--- config.mk ---
export PLATFORM = sky130hd
export DESIGN_NAME = flow_table_loader
export DESIGN_NICKNAME = d
export VERILOG_FILES = /design/src/rtl/flow_table_loader.sv
export SDC_FILE = /design/constraint.sdc
export NUM_CORES = 1
export LEC_CHECK = 0
export CAP_MARGIN = 25
export CORE_MARGIN = 2
export CORE_UTILIZATION = 28
export DETAILED_ROUTE_END_ITERATION = 8
export PLACE_DENSITY = 0.53
export SYNTH_ARGS = -nofsm -noshare
export SYNTH_HDL_FRONTEND = slang
export SYNTH_SLANG_ARGS = --single-unit
--- constraint.sdc ---
create_clock -name axi_aclk -period 1.95 [get_ports axi_aclk]
set_clock_uncertainty 0.2 [all_clocks]
set_input_delay 0.585 -clock axi_aclk [delete_from_list [all_inputs] [get_ports axi_aclk]]
set_output_delay 0.585 -clock axi_aclk [all_outputs]
set_load 0.01 [all_outputs]
--- src/rtl/flow_table_loader.sv ---
`default_nettype none
// ============================================================================
// Module      : flow_table_loader
// Description : Control-plane writer for one flow_table stage. Accepts entry,
//               action-only and commit commands, sequences TCAM and action
//               table writes into the shadow bank, and commits by toggling
//               flow_buffer_sel.
// Options     : FLOW_LOADER_TIMEOUT_EN - when defined, T_WAIT/COMMIT give up
//               after BUSY_TIMEOUT cycles of tcam_busy and count an error.
// Revision    : 1.0 - initial release
// ============================================================================
module flow_table_loader #(
   parameter int TBL_ADDR_WIDTH     = 4,
   parameter int TCAM_DATA_WIDTH    = 32,
   parameter int ACT_TBL_DATA_WIDTH = 8,
   parameter int BUSY_TIMEOUT       = 64,
   parameter int CNT_WIDTH          = 32
) (
   input  logic                          axi_aclk,
   input  logic                          axi_resetn,
   input  logic [1:0]                    s_cmd_op,
   input  logic [TBL_ADDR_WIDTH-1:0]     s_cmd_addr,
   input  logic [TCAM_DATA_WIDTH-1:0]    s_cmd_key,
   input  logic [TCAM_DATA_WIDTH-1:0]    s_cmd_mask,
   input  logic [ACT_TBL_DATA_WIDTH-1:0] s_cmd_act,
   input  logic                          s_cmd_valid,
   output logic                          s_cmd_ready,
   output logic [TBL_ADDR_WIDTH-1:0]     tcam_addr_wr,
   output logic [TCAM_DATA_WIDTH-1:0]    tcam_din,
   output logic [TCAM_DATA_WIDTH-1:0]    tcam_din_mask,
   output logic                          tcam_wren,
   input  logic                          tcam_busy,
   output logic [1:0]                    tcam_wr_ctrl,
   output logic [TBL_ADDR_WIDTH-1:0]     action_addr_wr,
   output logic [ACT_TBL_DATA_WIDTH-1:0] action_din,
   output logic                          action_wren,
   output logic [1:0]                    action_wr_ctrl,
   output logic                          flow_buffer_sel,
   output logic                          loader_busy,
   output logic [CNT_WIDTH-1:0]          wr_count,
   output logic [CNT_WIDTH-1:0]          err_count
);

   typedef enum logic [2:0] {
      S_IDLE   = 3'd0,
      S_T_WR   = 3'd1,
      S_T_WAIT = 3'd2,
      S_A_WR   = 3'd3,
      S_COMMIT = 3'd4,
      S_DONE   = 3'd5
   } state_t;

   localparam logic [1:0] c_OP_ENTRY    = 2'b00;
   localparam logic [1:0] c_OP_COMMIT   = 2'b01;
   localparam logic [1:0] c_OP_ACT      = 2'b10;
   localparam logic [1:0] c_CTRL_SHADOW = 2'b01;
   localparam logic [1:0] c_CTRL_NONE   = 2'b00;
   // Wide enough to count BUSY_TIMEOUT wait cycles; also serves the 2-cycle gap.
   localparam int         c_WCNT_W      = $clog2(BUSY_TIMEOUT) + 1;

   state_t                          r_state;
   state_t                          w_next;
   logic                            r_rst_done;
   logic [1:0]                      r_op;
   logic [TBL_ADDR_WIDTH-1:0]       r_addr;
   logic [TCAM_DATA_WIDTH-1:0]      r_key;
   logic [TCAM_DATA_WIDTH-1:0]      r_mask;
   logic [ACT_TBL_DATA_WIDTH-1:0]   r_act;
   logic [c_WCNT_W-1:0]             r_wait_cnt;
   logic                            r_timed_out;
   logic                            r_bank;
   logic [CNT_WIDTH-1:0]            r_wr_count;
   logic [CNT_WIDTH-1:0]            r_err_count;
   logic                            w_accept;
   logic                            w_min_gap;
   logic                            w_busy_timeout;
   logic                            w_toggle;
   logic                            w_reserved;
   logic                            w_set_timeout;

   // Ready is held low in reset and for the first edge after it.
   assign s_cmd_ready = (r_state == S_IDLE) && r_rst_done;
   assign w_accept    = s_cmd_valid && s_cmd_ready;
   // At least two cycles since tcam_wren: T_WR plus one full T_WAIT cycle.
   assign w_min_gap   = (r_wait_cnt != '0);

`ifdef FLOW_LOADER_TIMEOUT_EN
   assign w_busy_timeout = tcam_busy &&
                           (r_wait_cnt == c_WCNT_W'(BUSY_TIMEOUT - 1));
`else
   assign w_busy_timeout = 1'b0;
`endif

   assign tcam_addr_wr    = r_addr;
   assign tcam_din        = r_key;
   assign tcam_din_mask   = r_mask;
   assign action_addr_wr  = r_addr;
   assign action_din      = r_act;
   assign flow_buffer_sel = r_bank;
   assign loader_busy     = (r_state != S_IDLE);
   assign wr_count        = r_wr_count;
   assign err_count       = r_err_count;

   // State register; reset aborts any partial sequence.
   always_ff @(posedge axi_aclk or negedge axi_resetn) begin
      if (!axi_resetn) r_state <= S_IDLE;
      else             r_state <= w_next;
   end

   // Next-state decode and per-state write strobes.
   always_comb begin
      w_next         = r_state;
      w_toggle       = 1'b0;
      w_reserved     = 1'b0;
      w_set_timeout  = 1'b0;
      tcam_wren      = 1'b0;
      action_wren    = 1'b0;
      tcam_wr_ctrl   = c_CTRL_NONE;
      action_wr_ctrl = c_CTRL_NONE;
      case (r_state)
         S_IDLE: begin
            if (w_accept) begin
               case (s_cmd_op)
                  c_OP_ENTRY:  w_next = S_T_WR;
                  c_OP_COMMIT: w_next = S_COMMIT;
                  c_OP_ACT:    w_next = S_A_WR;
                  default:     w_reserved = 1'b1;
               endcase
            end
         end
         S_T_WR: begin
            tcam_wren      = 1'b1;
            tcam_wr_ctrl   = c_CTRL_SHADOW;
            action_wr_ctrl = c_CTRL_SHADOW;
            w_next         = S_T_WAIT;
         end
         S_T_WAIT: begin
            tcam_wr_ctrl   = c_CTRL_SHADOW;
            action_wr_ctrl = c_CTRL_SHADOW;
            if (!tcam_busy && w_min_gap) begin
               w_next = S_A_WR;
            end else if (w_busy_timeout) begin
               w_next        = S_DONE;
               w_set_timeout = 1'b1;
            end
         end
         S_A_WR: begin
            action_wren    = 1'b1;
            tcam_wr_ctrl   = c_CTRL_SHADOW;
            action_wr_ctrl = c_CTRL_SHADOW;
            w_next         = S_DONE;
         end
         S_COMMIT: begin
            if (!tcam_busy) begin
               w_toggle = 1'b1;
               w_next   = S_DONE;
            end else if (w_busy_timeout) begin
               w_next        = S_DONE;
               w_set_timeout = 1'b1;
            end
         end
         S_DONE: begin
            if (r_op != c_OP_COMMIT) begin
               tcam_wr_ctrl   = c_CTRL_SHADOW;
               action_wr_ctrl = c_CTRL_SHADOW;
            end
            w_next = S_IDLE;
         end
         default: w_next = S_IDLE;
      endcase
   end

   // Capture command fields on accept; they stay stable for the whole sequence.
   always_ff @(posedge axi_aclk or negedge axi_resetn) begin
      if (!axi_resetn) begin
         r_op   <= '0;
         r_addr <= '0;
         r_key  <= '0;
         r_mask <= '0;
         r_act  <= '0;
      end else if (w_accept) begin
         r_op   <= s_cmd_op;
         r_addr <= s_cmd_addr;
         r_key  <= s_cmd_key;
         r_mask <= s_cmd_mask;
         r_act  <= s_cmd_act;
      end
   end

   // Cycles spent in the current wait state, restarted on every state change.
   always_ff @(posedge axi_aclk or negedge axi_resetn) begin
      if (!axi_resetn) begin
         r_wait_cnt <= '0;
      end else if (w_next != r_state) begin
         r_wait_cnt <= '0;
      end else if (((r_state == S_T_WAIT) || (r_state == S_COMMIT)) &&
                   (r_wait_cnt != '1)) begin
         r_wait_cnt <= r_wait_cnt + 1'b1;
      end
   end

   // Timeout flag suppresses the wr_count update in DONE.
   always_ff @(posedge axi_aclk or negedge axi_resetn) begin
      if (!axi_resetn)        r_timed_out <= 1'b0;
      else if (w_accept)      r_timed_out <= 1'b0;
      else if (w_set_timeout) r_timed_out <= 1'b1;
   end

   // Bank select, counters and the post-reset ready qualifier.
   always_ff @(posedge axi_aclk or negedge axi_resetn) begin
      if (!axi_resetn) begin
         r_bank      <= 1'b0;
         r_wr_count  <= '0;
         r_err_count <= '0;
         r_rst_done  <= 1'b0;
      end else begin
         r_rst_done <= 1'b1;
         if (w_toggle) r_bank <= ~r_bank;
         if ((r_state == S_DONE) && (r_op != c_OP_COMMIT) && !r_timed_out)
            r_wr_count <= r_wr_count + 1'b1;
         if ((w_reserved || w_set_timeout) && (r_err_count != '1))
            r_err_count <= r_err_count + 1'b1;
      end
   end

endmodule
`default_nettype wire

==> metrics.cfg, run 1 <==
[layout]
fillers=2262
area_delta_synth_final_pct=78.29
fin_util_pct=50.42
fin_cells=1436
mostFrequentLayoutCell=nand2_1
drive_gt1_share_pct=30.51
multi_input_comb_area_um2=3227
fin_area_um2=12190
fin_nets=1185
final_cell_mix=nand2_1, dfrtp_1, buf_4
seq_area_um2=3861

[worst_setup_path]
worstSetupEndpointType=output port
cp_max_fo=3
crit_arrival_ns=1.48
required_ns=1.16
path_cells=buf_6 > nand3b_4 > nor2_4 > inv_2 > a21oi_4 > buf_2
r2r_slack_ns=-0.26
r2r_cells=6
max_stage_delay_ns=0.39
worstSetupPathType=flip-flop to output port
crit_family=flip-flops
reg2reg_from=r_state[0]
crit_buf_inv=3
reg2reg_to=err_count[18]
cp_num_cells=6
startpoint_type=flip-flop
slowest_stage=dfrtp_1

[worst_hold_path]
hold_path_class=flip-flop to flip-flop
min_to=wr_count[31]
hold_depth=1
min_from=wr_count[31]

[yosys]
syn_area_um2=6837
ys_seq_area_share_pct=56.37
syn_inst=692
synth.distinct_cells=46
async_flop_share_pct=100.0
synth_ff_type=dfrtp_1
synth_warnings=0
synth-edff-count=0
postSynthAreaPerCell_um2=9.879
yosys_register_bits=154

[timing]
fin_crit_sh_pct=116.4
finalMaxSlewViolations=0
holdWs_ns=0.2633
tns_ns=-24.89
hold_viol_final=0
min_period_ns=2.269
max_freq_mhz=440.7
setup_violations=142
fin_ws_ns=-0.3192
rsz0062_at_grt=yes

[clock_network]
clk_latency_ns=0.43
max-clock-path-buffers=2
root_buffer=clkbuf_16
cts.sink_count=154
cts_tree=built
clkTransAtPathRegs_ns=0.07
numCtsBuffers=17
htreeDepth=4

[drt]
drc=0
drt-initial-drc-count=210
avgRoutedWirePerCell_um=15.22
routed_wl_mm=21.86
antenna_left=0
drt-pass1-iter-count=4
via_count=6349
vias_per_cell=4.421

[floorplanning]
die_x_um=160.3
die-height_um=160.3
start_util_pct=28.28
num_rows=57
core_um2=24180
die-area_um2=25680
ios=235

[global_routing]
grt.busiest_layer=met2
met1_usage_pct=21.38
grt.met2_usage_pct=27.74
antenna_found_initial=2
met3_usage_pct=7.377
grt_start_max_net_pins=42
grt_overflow=0
grt_usage_pct=17.27
grt_pass1_wl_mm=34.91
first_global_vias=6535

[run_status]
status=complete, but fails checks
violations=setup timing

[placed_design]
placed_area_um2=10480
post-place-ws_ns=-0.5809
dp.cells=1330
dp_hpwl_mm=14.37
io_buffers=232
gp_congestion=0.7942

[power_and_ir_drop]
p_leak_nw=6.269
ir_drop_mv=0.5749
p_total_mw=12.80
p_per_area_nw_per_um2=1050

[job]
cap_violations=0

==> where the power goes <==
group,total (mW),leakage (nW),switching (mW),internal (mW)
logic,4.90,3.98,2.32,2.58
registers,4.55,2.01,0.494,4.05
clock network,3.35,0.285,1.53,1.82
==> repair_timing <==
item,in CTS,in global routing
endpoints found under the setup margin,283,173
hold endpoints to repair,16,0
hold buffers,1,0
gates cloned,11,3
resized for setup,328,67
pin swaps,31,50
buffers inserted,34,27
==> area by class of cell <==
type / instances / area share (%)
Inverter: 9 / 0.2772
Timing Repair Buffer: 421 / 33.46
Clock inverter: 14 / 1.273
Multi-Input combinational cell: 496 / 26.47
Antenna cell: 1 / 0.02053
Clock buffer: 17 / 3.490
Tap cell: 324 / 3.326
Sequential cell: 154 / 31.68
==> cell usage after synthesis, types with 2 or more instances <==
cell type | number | area [µm²]
nand2_1 | 262 | 983.4
o21ai_0 | 3 | 15.01
nor4_4 | 2 | 42.54
dfrtp_1 | 154 | 3854
inv_1 | 9 | 33.78
ha_1 | 4 | 50.05
buf_6 | 2 | 22.52
buf_4 | 11 | 82.58
nor4_1 | 3 | 18.77
nor3b_1 | 2 | 15.01
nor3_2 | 3 | 30.03
nand4_1 | 25 | 156.4
nor4b_4 | 2 | 47.55
conb_1 | 2 | 7.510
and3_1 | 10 | 62.56
a21oi_1 | 4 | 20.02
mux2_2 | 2 | 22.52
nand3_1 | 22 | 110.1
buf_2 | 6 | 30.03
mux2_1 | 3 | 33.78
nor4_2 | 7 | 87.58
nor4b_1 | 2 | 17.52
clkbuf_1 | 15 | 56.30
xnor2_1 | 37 | 324.1
or4_1 | 2 | 15.01
xor2_1 | 29 | 254.0
o21a_1 | 3 | 22.52
nor3_1 | 8 | 40.04
nor2b_1 | 4 | 25.02
nand2b_1 | 4 | 25.02
nor2_1 | 24 | 90.09
and2_1 | 4 | 25.02
and4_1 | 9 | 78.83
==> worst reg2reg max path, cell delays in order, from the launching register on <==
cell and delay [ns]:
dfrtp_1 0.41, buf_4 0.15, nor4b_4 0.31, buf_4 0.19, nand4_4 0.16, or4_4 0.54, xnor2_2 0.14
==> flip-flops by register name, indices dropped and copies added, names as in the netlist, 3 cells and up <==
signal / cells
action_din: 8
r_wait_cnt: 7
err_count: 32
action_addr_wr: 4
r_state: 3
tcam_din: 32
tcam_din_mask: 32
wr_count: 32
==> kinds of logic after synthesis <==
family | Yosys count | share of synthesized area, %
compound gates | 15 | 1.537
xor+xnor | 66 | 8.455
fa+ha+maj | 4 | 0.7321
buf+inv | 43 | 3.294
flops | 154 | 56.37
mux | 5 | 0.8235
other cells | 2 | 0.1099
simple gates | 403 | 28.68
==> metal layers <==
metal / vias to the layer above / part of all wire, % / wire (µm)
met5: - / 0.059 / 13
met4: 2 / 1.1 / 245
met3: 19 / 9.1 / 1997
met2: 190 / 47 / 10250
met1: 3040 / 43 / 9350
li1: 3098 / - / -
==> how the worst max path moves through the flow <==
stage	slack, ns	startpoint	to
2_1_floorplan	-0.18	r_state[1]	err_count[30]
3_3_place_gp	-0.55	s_cmd_op[0]	r_wait_cnt[6]
3_5_place_dp	-0.58	s_cmd_op[0]	r_wait_cnt[6]
4_1_cts	-0.34	r_state[0]	loader_busy
5_1_grt	-0.40	r_state[0]	action_wr_ctrl[0]
6_report	-0.32	r_state[0]	action_wr_ctrl[0]
Note: power is estimated with default switching activity, not from simulation.
==> run 2: changes to the inputs <==
--- a/config.mk
+++ b/config.mk
@@ -10,6 +10,7 @@
 export CORE_UTILIZATION = 28
 export DETAILED_ROUTE_END_ITERATION = 8
 export PLACE_DENSITY = 0.53
+export SLEW_MARGIN = 30
 export SYNTH_ARGS = -nofsm -noshare
 export SYNTH_HDL_FRONTEND = slang
 export SYNTH_SLANG_ARGS = --single-unit
==> results of run 2 <==
Same layout as run 1: the final DEF is identical, and so are final timing and power.
==> run 3: changes to the inputs <==
--- a/config.mk
+++ b/config.mk
@@ -9,6 +9,7 @@
 export CORE_MARGIN = 2
 export CORE_UTILIZATION = 28
 export DETAILED_ROUTE_END_ITERATION = 8
+export GPL_ROUTABILITY_DRIVEN = 0
 export PLACE_DENSITY = 0.53
 export SLEW_MARGIN = 30
 export SYNTH_ARGS = -nofsm -noshare
==> results of run 3 <==
Same layout as run 1: the final DEF is identical, and so are final timing and power.
